**src/rtl/ps2_host_tx.sv**
```systemverilog
// ps2_host_tx: PS/2 host-to-device command transmitter using the request-to-send handshake.
// Drives the shared pads through open-collector enables (_T: 1 = release, 0 = pull low).
module ps2_host_tx #(
  parameter int INHIBIT_CYC = 3200,
  parameter int TIMEOUT_CYC = 480000,
  parameter int FILT_LEN    = 8
) (
  input  logic       I_CLK,
  input  logic       I_RESET,
  input  logic [7:0] I_TX_DATA,
  input  logic       I_TX_REQ,
  output logic       O_TX_BUSY,
  output logic       O_TX_DONE,
  output logic       O_TX_ERR,
  output logic       O_RX_INHIBIT,
  input  logic       I_PS2_CLK,
  input  logic       I_PS2_DAT,
  output logic       O_PS2_CLK_T,
  output logic       O_PS2_DAT_T
);

  localparam int CW = $clog2(INHIBIT_CYC + FILT_LEN + 1);
  localparam int TW = $clog2(TIMEOUT_CYC + 1);
  localparam int FW = $clog2(FILT_LEN + 1);
  localparam logic [CW-1:0] INH_LAST  = CW'(INHIBIT_CYC - 2);
  localparam logic [CW-1:0] IDLE_LAST = CW'(FILT_LEN - 1);
  localparam logic [TW-1:0] TO_LAST   = TW'(TIMEOUT_CYC - 1);
  localparam logic [FW-1:0] FILT_LAST = FW'(FILT_LEN - 1);

  typedef enum logic [2:0] {
    S_IDLE, S_INHIBIT, S_RTS, S_XFER, S_ACK_CHK, S_WAIT_IDLE, S_DONE, S_ERR
  } state_t;

  logic [1:0]    r_clk_sync, r_dat_sync;
  logic          r_clk_filt, r_clk_filt_d;
  logic [FW-1:0] r_filt_cnt;
  logic          w_clk_s, w_dat_s, w_fall;

  state_t        r_state, w_state_nxt;
  logic [CW-1:0] r_cnt, w_cnt_nxt;
  logic [TW-1:0] r_to, w_to_nxt;
  logic [7:0]    r_sh, w_sh_nxt;
  logic          r_par, w_par_nxt;
  logic [3:0]    r_n, w_n_nxt;
  logic          r_ack, w_ack_nxt;
  logic          r_clk_t, w_clk_t_nxt;
  logic          r_dat_t, w_dat_t_nxt;
  logic          w_to_exp;

  assign w_clk_s = r_clk_sync[1];
  assign w_dat_s = r_dat_sync[1];
  assign w_fall  = r_clk_filt_d & ~r_clk_filt;

  // Pads idle high, so synchronisers and filter reset to 1 to avoid a false fall.
  // NOTE: sequential state uses non-blocking assignments so every register samples pre-edge values.
  always_ff @(posedge I_CLK or posedge I_RESET) begin
    if (I_RESET) begin
      r_clk_sync   <= 2'b11;
      r_dat_sync   <= 2'b11;
      r_clk_filt   <= 1'b1;
      r_clk_filt_d <= 1'b1;
      r_filt_cnt   <= '0;
    end else begin
      r_clk_sync   <= {r_clk_sync[0], I_PS2_CLK};
      r_dat_sync   <= {r_dat_sync[0], I_PS2_DAT};
      r_clk_filt_d <= r_clk_filt;
      if (w_clk_s == r_clk_filt) begin
        r_filt_cnt <= '0;
      end else if (r_filt_cnt == FILT_LAST) begin
        r_clk_filt <= w_clk_s;
        r_filt_cnt <= '0;
      end else begin
        r_filt_cnt <= r_filt_cnt + 1'b1;
      end
    end
  end

  always_ff @(posedge I_CLK or posedge I_RESET) begin
    if (I_RESET) begin
      r_state <= S_IDLE;
      r_cnt   <= '0;
      r_to    <= '0;
      r_sh    <= '0;
      r_par   <= 1'b0;
      r_n     <= '0;
      r_ack   <= 1'b1;
      r_clk_t <= 1'b1;
      r_dat_t <= 1'b1;
    end else begin
      r_state <= w_state_nxt;
      r_cnt   <= w_cnt_nxt;
      r_to    <= w_to_nxt;
      r_sh    <= w_sh_nxt;
      r_par   <= w_par_nxt;
      r_n     <= w_n_nxt;
      r_ack   <= w_ack_nxt;
      r_clk_t <= w_clk_t_nxt;
      r_dat_t <= w_dat_t_nxt;
    end
  end

  assign w_to_exp = (r_to == TO_LAST);

  // NOTE: every signal gets a hold default first so no path through the case infers a latch.
  always_comb begin
    w_state_nxt = r_state;
    w_cnt_nxt   = r_cnt;
    w_to_nxt    = r_to;
    w_sh_nxt    = r_sh;
    w_par_nxt   = r_par;
    w_n_nxt     = r_n;
    w_ack_nxt   = r_ack;
    w_clk_t_nxt = r_clk_t;
    w_dat_t_nxt = r_dat_t;
    case (r_state)
      S_IDLE: begin
        w_clk_t_nxt = 1'b1;
        w_dat_t_nxt = 1'b1;
        if (I_TX_REQ) begin
          w_sh_nxt    = I_TX_DATA;
          w_par_nxt   = ~^I_TX_DATA;
          w_cnt_nxt   = '0;
          w_clk_t_nxt = 1'b0;
          w_state_nxt = S_INHIBIT;
        end
      end
      S_INHIBIT: begin
        if (r_cnt == INH_LAST) begin
          w_dat_t_nxt = 1'b0;
          w_state_nxt = S_RTS;
        end else begin
          w_cnt_nxt = r_cnt + 1'b1;
        end
      end
      S_RTS: begin
        w_clk_t_nxt = 1'b1;
        w_n_nxt     = '0;
        w_to_nxt    = '0;
        w_state_nxt = S_XFER;
      end
      S_XFER: begin
        w_to_nxt = r_to + 1'b1;
        if (w_to_exp) begin
          w_state_nxt = S_ERR;
        end else if (w_fall) begin
          w_n_nxt = r_n + 1'b1;
          if (r_n < 4'd8) begin
            w_dat_t_nxt = r_sh[0];
            w_sh_nxt    = {1'b0, r_sh[7:1]};
          end else if (r_n == 4'd8) begin
            w_dat_t_nxt = r_par;
          end else if (r_n == 4'd9) begin
            w_dat_t_nxt = 1'b1;
          end else begin
            w_ack_nxt   = w_dat_s;
            w_state_nxt = S_ACK_CHK;
          end
        end
      end
      S_ACK_CHK: begin
        w_to_nxt  = r_to + 1'b1;
        w_cnt_nxt = '0;
        if (w_to_exp || r_ack) w_state_nxt = S_ERR;
        else                   w_state_nxt = S_WAIT_IDLE;
      end
      S_WAIT_IDLE: begin
        w_to_nxt = r_to + 1'b1;
        if (w_to_exp) begin
          w_state_nxt = S_ERR;
        end else if (w_clk_s && w_dat_s) begin
          if (r_cnt == IDLE_LAST) w_state_nxt = S_DONE;
          else                    w_cnt_nxt   = r_cnt + 1'b1;
        end else begin
          w_cnt_nxt = '0;
        end
      end
      S_DONE:  w_state_nxt = S_IDLE;
      S_ERR:   w_state_nxt = S_IDLE;
      default: w_state_nxt = S_IDLE;
    endcase
    if (w_state_nxt == S_ERR) begin
      w_clk_t_nxt = 1'b1;
      w_dat_t_nxt = 1'b1;
    end
  end

  assign O_TX_BUSY    = !(r_state inside {S_IDLE, S_DONE, S_ERR});
  assign O_TX_DONE    = (r_state == S_DONE);
  assign O_TX_ERR     = (r_state == S_ERR);
  assign O_RX_INHIBIT = O_TX_BUSY;
  assign O_PS2_CLK_T  = r_clk_t;
  assign O_PS2_DAT_T  = r_dat_t;

endmodule

```
**config.mk**
```make
export PLATFORM = sky130hd
export DESIGN_NAME = ps2_host_tx
export DESIGN_NICKNAME = d
export VERILOG_FILES = /design/src/rtl/ps2_host_tx.sv
export SDC_FILE = /design/constraint.sdc
export NUM_CORES = 1
export LEC_CHECK = 0
export CELL_PAD_IN_SITES_DETAIL_PLACEMENT = 1
export CELL_PAD_IN_SITES_GLOBAL_PLACEMENT = 2
export CORE_AREA = 2 2 92 103
export DETAILED_ROUTE_END_ITERATION = 16
export DIE_AREA = 0 0 94 105
export DONT_BUFFER_PORTS = 1
export GPL_TIMING_DRIVEN = 0
export PLACE_DENSITY_LB_ADDON = 0.1
export SLEW_MARGIN = 30
export SYNTH_ARGS = -nofsm -noshare
export SYNTH_HDL_FRONTEND = slang
export SYNTH_SLANG_ARGS = --single-unit
```
**constraint.sdc**
```tcl
create_clock -name I_CLK -period 2.6 [get_ports I_CLK]
set_clock_uncertainty 0.15 [all_clocks]
set_input_delay 0.39 -clock I_CLK [delete_from_list [all_inputs] [get_ports I_CLK]]
set_output_delay 0.39 -clock I_CLK [all_outputs]
set_load 0.03 [all_outputs]
```
After elaboration in Yosys (flattened, before gate mapping)
Index checks and enable logic that the tools add are counted.
{ "classes": {"bitwise_logic": 7, "add_sub_neg": 4, "order_cmp": 1, "n_reduce_logical": 21, "eq_ne": 26, "muxes": 40} }
{ "ops": {"columns": ["cell", "n"], "rows": [
  ["2-to-1 mux 12 bit", 5],
  ["one-hot mux 12 bit (4 select lines)", 1],
  ["one-hot mux 19 bit (2 select lines)", 1],
  ["2-to-1 mux 8 bit", 4],
  ["2-to-1 mux 3 bit", 10],
  ["one-hot mux 3 bit (7 select lines)", 1],
  ["adder 19 x 1 -> 19 bit, second input constant", 1],
  ["equality test 19 bit, second input constant", 1],
  ["2-to-1 mux 4 bit", 4],
  ["one-hot mux 8 bit (2 select lines)", 1],
  ["equality test 3 bit, second input constant", 5],
  ["AND reduction 5 bit", 3],
  ["adder 12 x 1 -> 12 bit, second input constant", 1],
  ["equality test 12 bit, second input constant", 1],
  ["equality test 12 x 3 -> 1 bit, second input constant", 1],
  ["!= test 2 bit, second input constant", 6],
  ["!= test 3 bit, second input constant", 4],
  ["2-to-1 mux 1 bit", 9],
  ["adder 4 x 1 -> 4 bit, second input constant", 2],
  ["equality test 4 bit, second input constant", 2],
  ["one-hot mux 4 bit (2 select lines)", 1],
  ["nonzero test 4 bit", 2],
  ["XNOR reduction 8 bit", 1],
  ["equality test 3 x 2 -> 1 bit, second input constant", 2],
  ["21 further kinds", 30]
]} }
{ "word_totals": {"out_inout_bits": 6, "word_cells": 113, "reg_bits": 60, "in_bits": 13} }

Logic depth before layout (Yosys ltp)
Gate-level depths: netlist (run 1).
{ "depth": {"word_depth": 10, "mapped_depth": 8, "ltp_nobuf": 7} }

Worst setup path before layout (run 1)
Ideal clock, no wire load.
{ "synth_timing": {"path_kind": "register to output", "from": "reg r_state[2]", "to": "out O_TX_BUSY", "n_path_buf": 3, "path_stages_with_launch": 6, "t_arrival_ps": 1604, "setup_slack_ps": 456, "required_ps": 2060, "path_cell_list": "dfrtp_1 buf_2 clkbuf_1 nor3_1 nor2_1 buf_4"} }
{ "synth_between": {"elab_chain_len": 3, "word_cells_on_any_way": 5, "classes_between": "eq/ne: 2; reduce/logical: 3"} }
{ "synth_lines": {"columns": ["item", "line", "text"], "rows": [
  ["start: declaration", "39", "state_t r_state, w_state_nxt;"],
  ["start signal: assignment", "90", "r_state <= w_state_nxt;"],
  ["equality test 3 bit / logical NOT 3 bit (equally long branches)", "187", "assign O_TX_BUSY = !(r_state inside {S_IDLE, S_DONE, S_ERR});"],
  ["nonzero test 3 bit (*)", "187", null],
  ["logical NOT 1 bit (*)", "187", null],
  ["end: declaration", "12", "output logic O_TX_BUSY,"]
]} }
Every way passes the cells marked *; elsewhere a longest branch is shown, timed or not.

Worst setup path after layout (run 1)
{ "layout_timing": {"from": "reg r_state[1]", "to": "out O_TX_BUSY"} }
The elaborated chain is that of the path after synthesis.

==> results.toml, run 1 <==
[place]
dp_slack_ns = 0.1455
portBuffers = 0
place_congestion = 0.7561
place_area_um2 = 3596
hpwlAfterDp_um = 6367
dp_cells = 481

[global_routing]
grt_pass1_vias = 2926
grt_pass1_wl_um = 14880
grt_max_degree = 34
grt-ovfl-total = 0
grt_antenna_before_repair = 0
track_usage_pct = 19.39

[floorplan]
initial_core_util_pct = 39.06
core.rowCount = 36
num_io_pins = 19
dieArea_um2 = 9870
die_w_um = 94
dieHeight_um = 105
core_area_um2 = 8783

[sta]
relSlewSlack_pct = 48.47
setup_viol = 0
finalMaxSlewViolations = 0
timing.hold.ws_ns = 0.05117
rsz0062_at_grt = "false"
fin_crit_sh_pct = 93.40
period_minus_slack_ns = 2.428
hold_viol = 0
fmax_ghz = 0.4118
fin_ws_ns = 0.1716
worstMarginPinSlew_ns = 0.7660

[layout]
drive_above_1_share_pct = 14.81
syn2layout_area_growth_pct = 11.42
postLayoutCellArea_um2 = 3822
finalNetCount = 400
fin_cells = 499
diodes = 0

[outcome]
status = "finished, final reports clean"

[clock_network]
cts_buffers = 9
clock_path_buffers = 2
clkTransAtPathRegs_ns = 0.06
cts_sinks = 60
clock_tree.root_cell = "clkbuf_8"
tritoncts = "built"
cts_htree_levels = 3
clk_latency_ns = 0.35
cts_setup_buffers = 0

[power]
power_density_nw_per_um2 = 511.7
leakagePower_nw = 1.622
p_total_mw = 1.956
ir_drop_uv = 254.2

[routing]
drc = 0
post_drt_wl_per_cell_um = 17.55
viasPerCell = 5.589
dr.pass1.iters = 4
num_vias = 2789
ant_nets = 0
drt-initial-drc-count = 146
routed_wirelength_um = 8758

[flow_run]
drv_cap = 0

[synthesis]
syn_inst = 366
ys.warnings.count = 0
ys_types = 56
synth_area_per_cell_um2 = 9.374
async_reset_ff_share_pct = 100.0
synth_area_um2 = 3431
synth_edf_count = 0
mappedNetlistNets = 386
synth_ff_type = "dfrtp_1"
synth-seq-cells = 60
ys_seq_area_share_pct = 44.09

[worst_setup_path]
crit_start = "r_state[1]"
r2r_slack_ns = 0.23
cp-start-kind = "flop"
r2r_start = "r_cnt[9]"
critical_path_class = "reg -> out"
required_ns = 2.06
r2r_cells = 5
cp_max_fo = 10
arrival_ns = 1.89
crit_end = "O_TX_BUSY"
rr_endpoint = "O_PS2_DAT_T"
endpoint_kind = "output pin"

[hold_path]
min-delay-start = "I_TX_REQ"
holdCritPathClass = "in -> reg"
stage by stage:
step	TNS (ns)	util, %
floorplan	0	-
CTS	0	43.50
global placement	-11.36	40.68
global route	0	43.52
finish	0	43.52
detailed placement	0	40.94
metal layers:
layer	wire [µm]	global-route usage, %	vias to the layer above
met5	0	0	-
met2	4251	30.92	28
met4	221	6.729	0
met1	4058	25.54	1396
met3	227	4.758	17
li1	-	-	1348
power by group:
group,leakage (nW),total [mW],switching (mW),internal (mW)
Sequential,0.742,1.01,0.0284,0.980
Clock,0.0997,0.815,0.365,0.450
Combinational,0.780,0.132,0.0697,0.0625
cell type report:
class / instances / area [µm²]
buffer: 13 / 72.57
clock buffer: 15 / 186.4
clock inverter: 1 / 5.005
fill: 1063 / 4961
inverter: 20 / 77.57
multi-input combinational: 272 / 1775
sequential: 60 / 1513
tap: 114 / 142.6
timing repair buffer: 4 / 50.05
worst min-delay path by stage:
stage               endpoint  slack [ns]  depth (start not counted)
6_report             r_sh[7]        0.05                          2
5_1_grt              r_sh[7]        0.04                          2
3_3_place_gp   r_clk_sync[1]        0.20                          0
4_1_cts              r_sh[7]        0.04                          2
3_5_place_dp        r_to[15]        0.14                          1
2_1_floorplan  r_clk_sync[1]        0.20                          0
synth_stat cells, drive strengths merged (7+ instances only):
cell	count	area share, %
ha	7	2.6
nand2	48	5.3
a211oi	12	2.8
nand4	9	1.6
xnor2	10	2.6
o211ai	9	2.1
nand3	16	2.5
dfstp	9	6.9
buf	9	1.6
mux2	10	4.0
dfrtp	51	37
inv	20	2.2
nor2	24	2.6
and3	9	1.6
nor2b	11	2.0
o22ai	11	2.0
o31ai	7	1.5
a21oi	8	1.5
o21ai	21	3.3
mux2i	7	2.0
cell families (layout without fill, tap and decap cells):
logic type	Yosys count	in the layout	share of synthesized area, %
AO/OA/AOI/OAI	84	84	16.89
XOR/XNOR	11	11	2.808
adder cells (fa/ha/maj)	7	7	2.553
buffers and inverters	34	53	4.376
flip-flops	60	60	44.09
multiplexers	17	17	6.090
AND/OR/NAND/NOR	153	153	23.19
worst max-delay path, cell delays in order, from the launching register on:
cell      delay, ns
dfrtp_1        0.39
buf_2          0.18
clkbuf_2       0.21
nor3_2         0.39
nor2_2         0.17
buf_4          0.21
cell usage in the layout (no fill, tap or decap), drive strengths merged, types with 2 or more instances in the layout:
cell | synthesis | routed
nand4 | 9 | 9
nand2b | 6 | 6
nor3b | 4 | 4
mux2i | 7 | 7
o211ai | 9 | 9
and2 | 3 | 3
and3 | 9 | 9
a31oi | 6 | 6
xnor2 | 10 | 10
nand2 | 48 | 48
or3 | 2 | 2
clkbuf | 5 | 19
nand3b | 3 | 3
nor2 | 24 | 24
o31ai | 7 | 7
nor3 | 6 | 6
o22ai | 11 | 11
o21ai | 21 | 21
dfstp | 9 | 9
nand3 | 16 | 16
a211oi | 12 | 12
dfrtp | 51 | 51
nor4b | 2 | 2
and4 | 4 | 4
a21oi | 8 | 8
mux2 | 10 | 10
buf | 9 | 10
nor2b | 11 | 11
ha | 7 | 7
inv | 20 | 20
nor4 | 2 | 2
dlygate4sd3 | 0 | 3
flip-flops by register name, summed over array words and instances, names as in the netlist:
name          cells
O_PS2_CLK_T       1
r_clk_filt_d      1
r_clk_sync        2
r_filt_cnt        4
r_clk_filt        1
r_sh              8
r_par             1
r_dat_sync        2
r_ack             1
r_n               4
r_cnt            12
O_PS2_DAT_T       1
r_to             19
r_state           3
what timing repair did:
item                                    4_1_cts  5_1_grt
endpoints found under the hold margin        29        0
gates resized for setup                       2        2
endpoints found under the setup margin        1        1
hold buffers                                  3        0
No activity file was read; power rests on OpenSTA's default activity.
==> run 2: changes to the inputs <==
--- a/config.mk
+++ b/config.mk
@@ -5,11 +5,12 @@
 export SDC_FILE = /design/constraint.sdc
 export NUM_CORES = 1
 export LEC_CHECK = 0
+export ABC_AREA = 1
 export CELL_PAD_IN_SITES_DETAIL_PLACEMENT = 1
 export CELL_PAD_IN_SITES_GLOBAL_PLACEMENT = 2
-export CORE_AREA = 2 2 92 103
+export CORE_AREA = 2 2 99 110
 export DETAILED_ROUTE_END_ITERATION = 16
-export DIE_AREA = 0 0 94 105
+export DIE_AREA = 0 0 101 112
 export DONT_BUFFER_PORTS = 1
 export GPL_TIMING_DRIVEN = 0
 export PLACE_DENSITY_LB_ADDON = 0.1
==> run 2 against run 1 <==
Net effect:
- combinational power increased to 5.1 times the previous value
- synthesized cell count increased by 35%
- design area increased by 9.6%
- clock-buffer cell count decreased by 6
- fmax increased by 2.0%
- sequential power increased by 24%
- largest power group unchanged
- highest routed layer unchanged
==> results.toml, run 2 <==
[floorplan]
dieArea_um2 = 11310
core_area_um2 = 10250
core.rowCount = 39
die_w_um = 101
dieHeight_um = 112
initial_core_util_pct = 35.86
num_io_pins = 19

[worst_setup_path]
r2r_cells = 7
arrival_ns = 1.84
rr_endpoint = "r_sh[1]"
r2r_slack_ns = 0.51
cp-start-kind = "flop"
crit_start = "r_state[2]"
required_ns = 2.06
r2r_start = "r_state[1]"
cp_max_fo = 9
crit_end = "O_TX_BUSY"
endpoint_kind = "output pin"
critical_path_class = "reg -> out"

[clock_network]
clock_tree.root_cell = "clkbuf_16"
clkTransAtPathRegs_ns = 0.06
cts_htree_levels = 3
tritoncts = "built"
clk_latency_ns = 0.34
cts_buffers = 9
clock_path_buffers = 2
cts_sinks = 60

[layout]
syn2layout_area_growth_pct = 13.99
finalNetCount = 530
fin_util_pct = 40.88
seq_area_um2 = 1513
drive_above_1_share_pct = 13.20
top_regs = "r_to x19, r_cnt x12, r_sh x8"
final_common_cell = "nand2_1"
diodes = 0
largest_reg_flops = 19
largest_register = "r_to"
nFillCells = 1273
multi_input_area_um2 = 1857
mostFrequentLayoutCells = "nand2_1 (138), nor2_1 (55), inv_1 (51), dfrtp_1 (51), nand3_1 (40)"

[place]
portBuffers = 0
place_congestion = 0.8018
dp_slack_ns = 0.4789
hpwlAfterDp_um = 7431

[routing]
post_drt_wl_per_cell_um = 15.42
ant_nets = 0
dr.pass1.iters = 4
num_vias = 3225
drc = 0
routed_wirelength_um = 9840
drt-initial-drc-count = 87
viasPerCell = 5.055

[synthesis]
mappedNetlistNets = 515
syn_inst = 495
synth_top_cell_by_area = "dfrtp_1"
synth_edf_count = 0
synth_area_um2 = 3675
synth-seq-cells = 60
synth_ff_type = "dfrtp_1"
ys.warnings.count = 0
synth_area_per_cell_um2 = 7.424
ys_types = 40
yosys.area.top_type_share_pct = 34.73
async_reset_ff_share_pct = 100.0
ys_seq_area_share_pct = 41.16
ys_top_cells_by_count = "nand2_1 (138), nor2_1 (55), inv_1 (52), dfrtp_1 (51), nand3_1 (40)"
ys_top_cells_by_area = "dfrtp_1 (35%), nand2_1 (14%), dfstp_2 (6.4%), nor2_1 (5.6%), nand3_1 (5.4%)"
synth_most_common_cell = "nand2_1"

[sta]
rsz0062_at_grt = "false"
fin_ws_ns = 0.2188
relSlewSlack_pct = 54.58
period_minus_slack_ns = 2.381
finalMaxSlewViolations = 0
fmax_ghz = 0.4200
hold_viol = 0
worstMarginPinSlew_ns = 0.6787
fin_crit_sh_pct = 91.59
setup_viol = 0

[flow_run]
drv_cap = 0

[global_routing]
grt_pass1_wl_um = 16810
grt-ovfl-total = 0
grt_max_degree = 42
track_usage_pct = 19.07
grt_pass1_vias = 3417
grt_antenna_before_repair = 0

[hold_path]
holdCritPathClass = "in -> reg"

[power]
power_density_nw_per_um2 = 756.5
leakagePower_nw = 1.975
ir_drop_uv = 372.6

[outcome]
status = "finished, final reports clean"
run 2: layout make-up:
type                       instances  area share [%]
inverter                          64           5.795
timing repair buffer               4           1.195
clock inverter                     7           1.971
sequential                        60           36.11
buffer                            10           1.553
tap                              123           3.674
clock buffer                       9           5.376
multi-input combinational        361           44.32
run 2: routing by layer:
layer	vias up	part of all wire, %	track usage [%]	routed length (µm)
met3	15	2.0	4.206	199
met2	21	49	31.56	4796
met5	-	0	0	0
met1	1561	47	24.12	4630
met4	0	2.2	7.387	214
li1	1628	-	-	-
run 2: metrics by stage:
step                power, mW  cell area [µm²]  TNS [ns]  hold slack (ns)  std cells
floorplan               1.766             3675         0           0.1952        495
global placement        1.928             3829    -13.37           0.2008        618
detailed placement      1.955             3851         0          0.08483        619
CTS                     3.226             4189         0          0.09910        638
global route            3.352             4189         0           0.1184        638
finish                  3.169             4189         0           0.1022        638
run 2: logic make-up after synthesis:
logic type | after synthesis | share of synthesized area [%]
adders and majority gates | 7 | 2.383
AOI/OAI and AO/OA | 57 | 9.602
and+or+nand+nor | 277 | 33.64
buffers and inverters | 74 | 8.308
muxes | 3 | 0.8512
DFF | 60 | 41.16
xor gates and xnor gates | 17 | 4.052
run 2: how the worst min path moves through the flow:
stage | from | endpoint | slack, ns | cells after the start
4_1_cts | I_TX_REQ | r_par | 0.1 | 2
6_report | I_TX_REQ | r_par | 0.10 | 2
5_1_grt | I_TX_REQ | r_par | 0.12 | 2
3_5_place_dp | I_RESET | r_sh[4] | 0.08 | 1
2_1_floorplan | r_clk_sync[0] | r_clk_sync[1] | 0.20 | 0
3_3_place_gp | r_clk_sync[0] | r_clk_sync[1] | 0.20 | 0
run 2: power by group:
part	internal, mW	total (mW)	switching (mW)
registers	1.10	1.25	0.150
clock network	0.756	1.24	0.484
logic	0.223	0.676	0.453
total	2.08	3.17	1.09
run 2: timing repair:
item                                    CTS  global route
endpoints found under the setup margin    0             0
gates resized for setup                   0             0
hold endpoints to repair                 21             0
buffers inserted                          0             0
hold buffers                              3             0
run 2: worst max-delay path: stages, from the launching register on:
cell and delay (ns):
dfrtp_1 0.32, buf_4 0.17, inv_2 0.07, nor2_1 0.17, inv_1 0.12, o21ai_1 0.37, buf_4 0.28
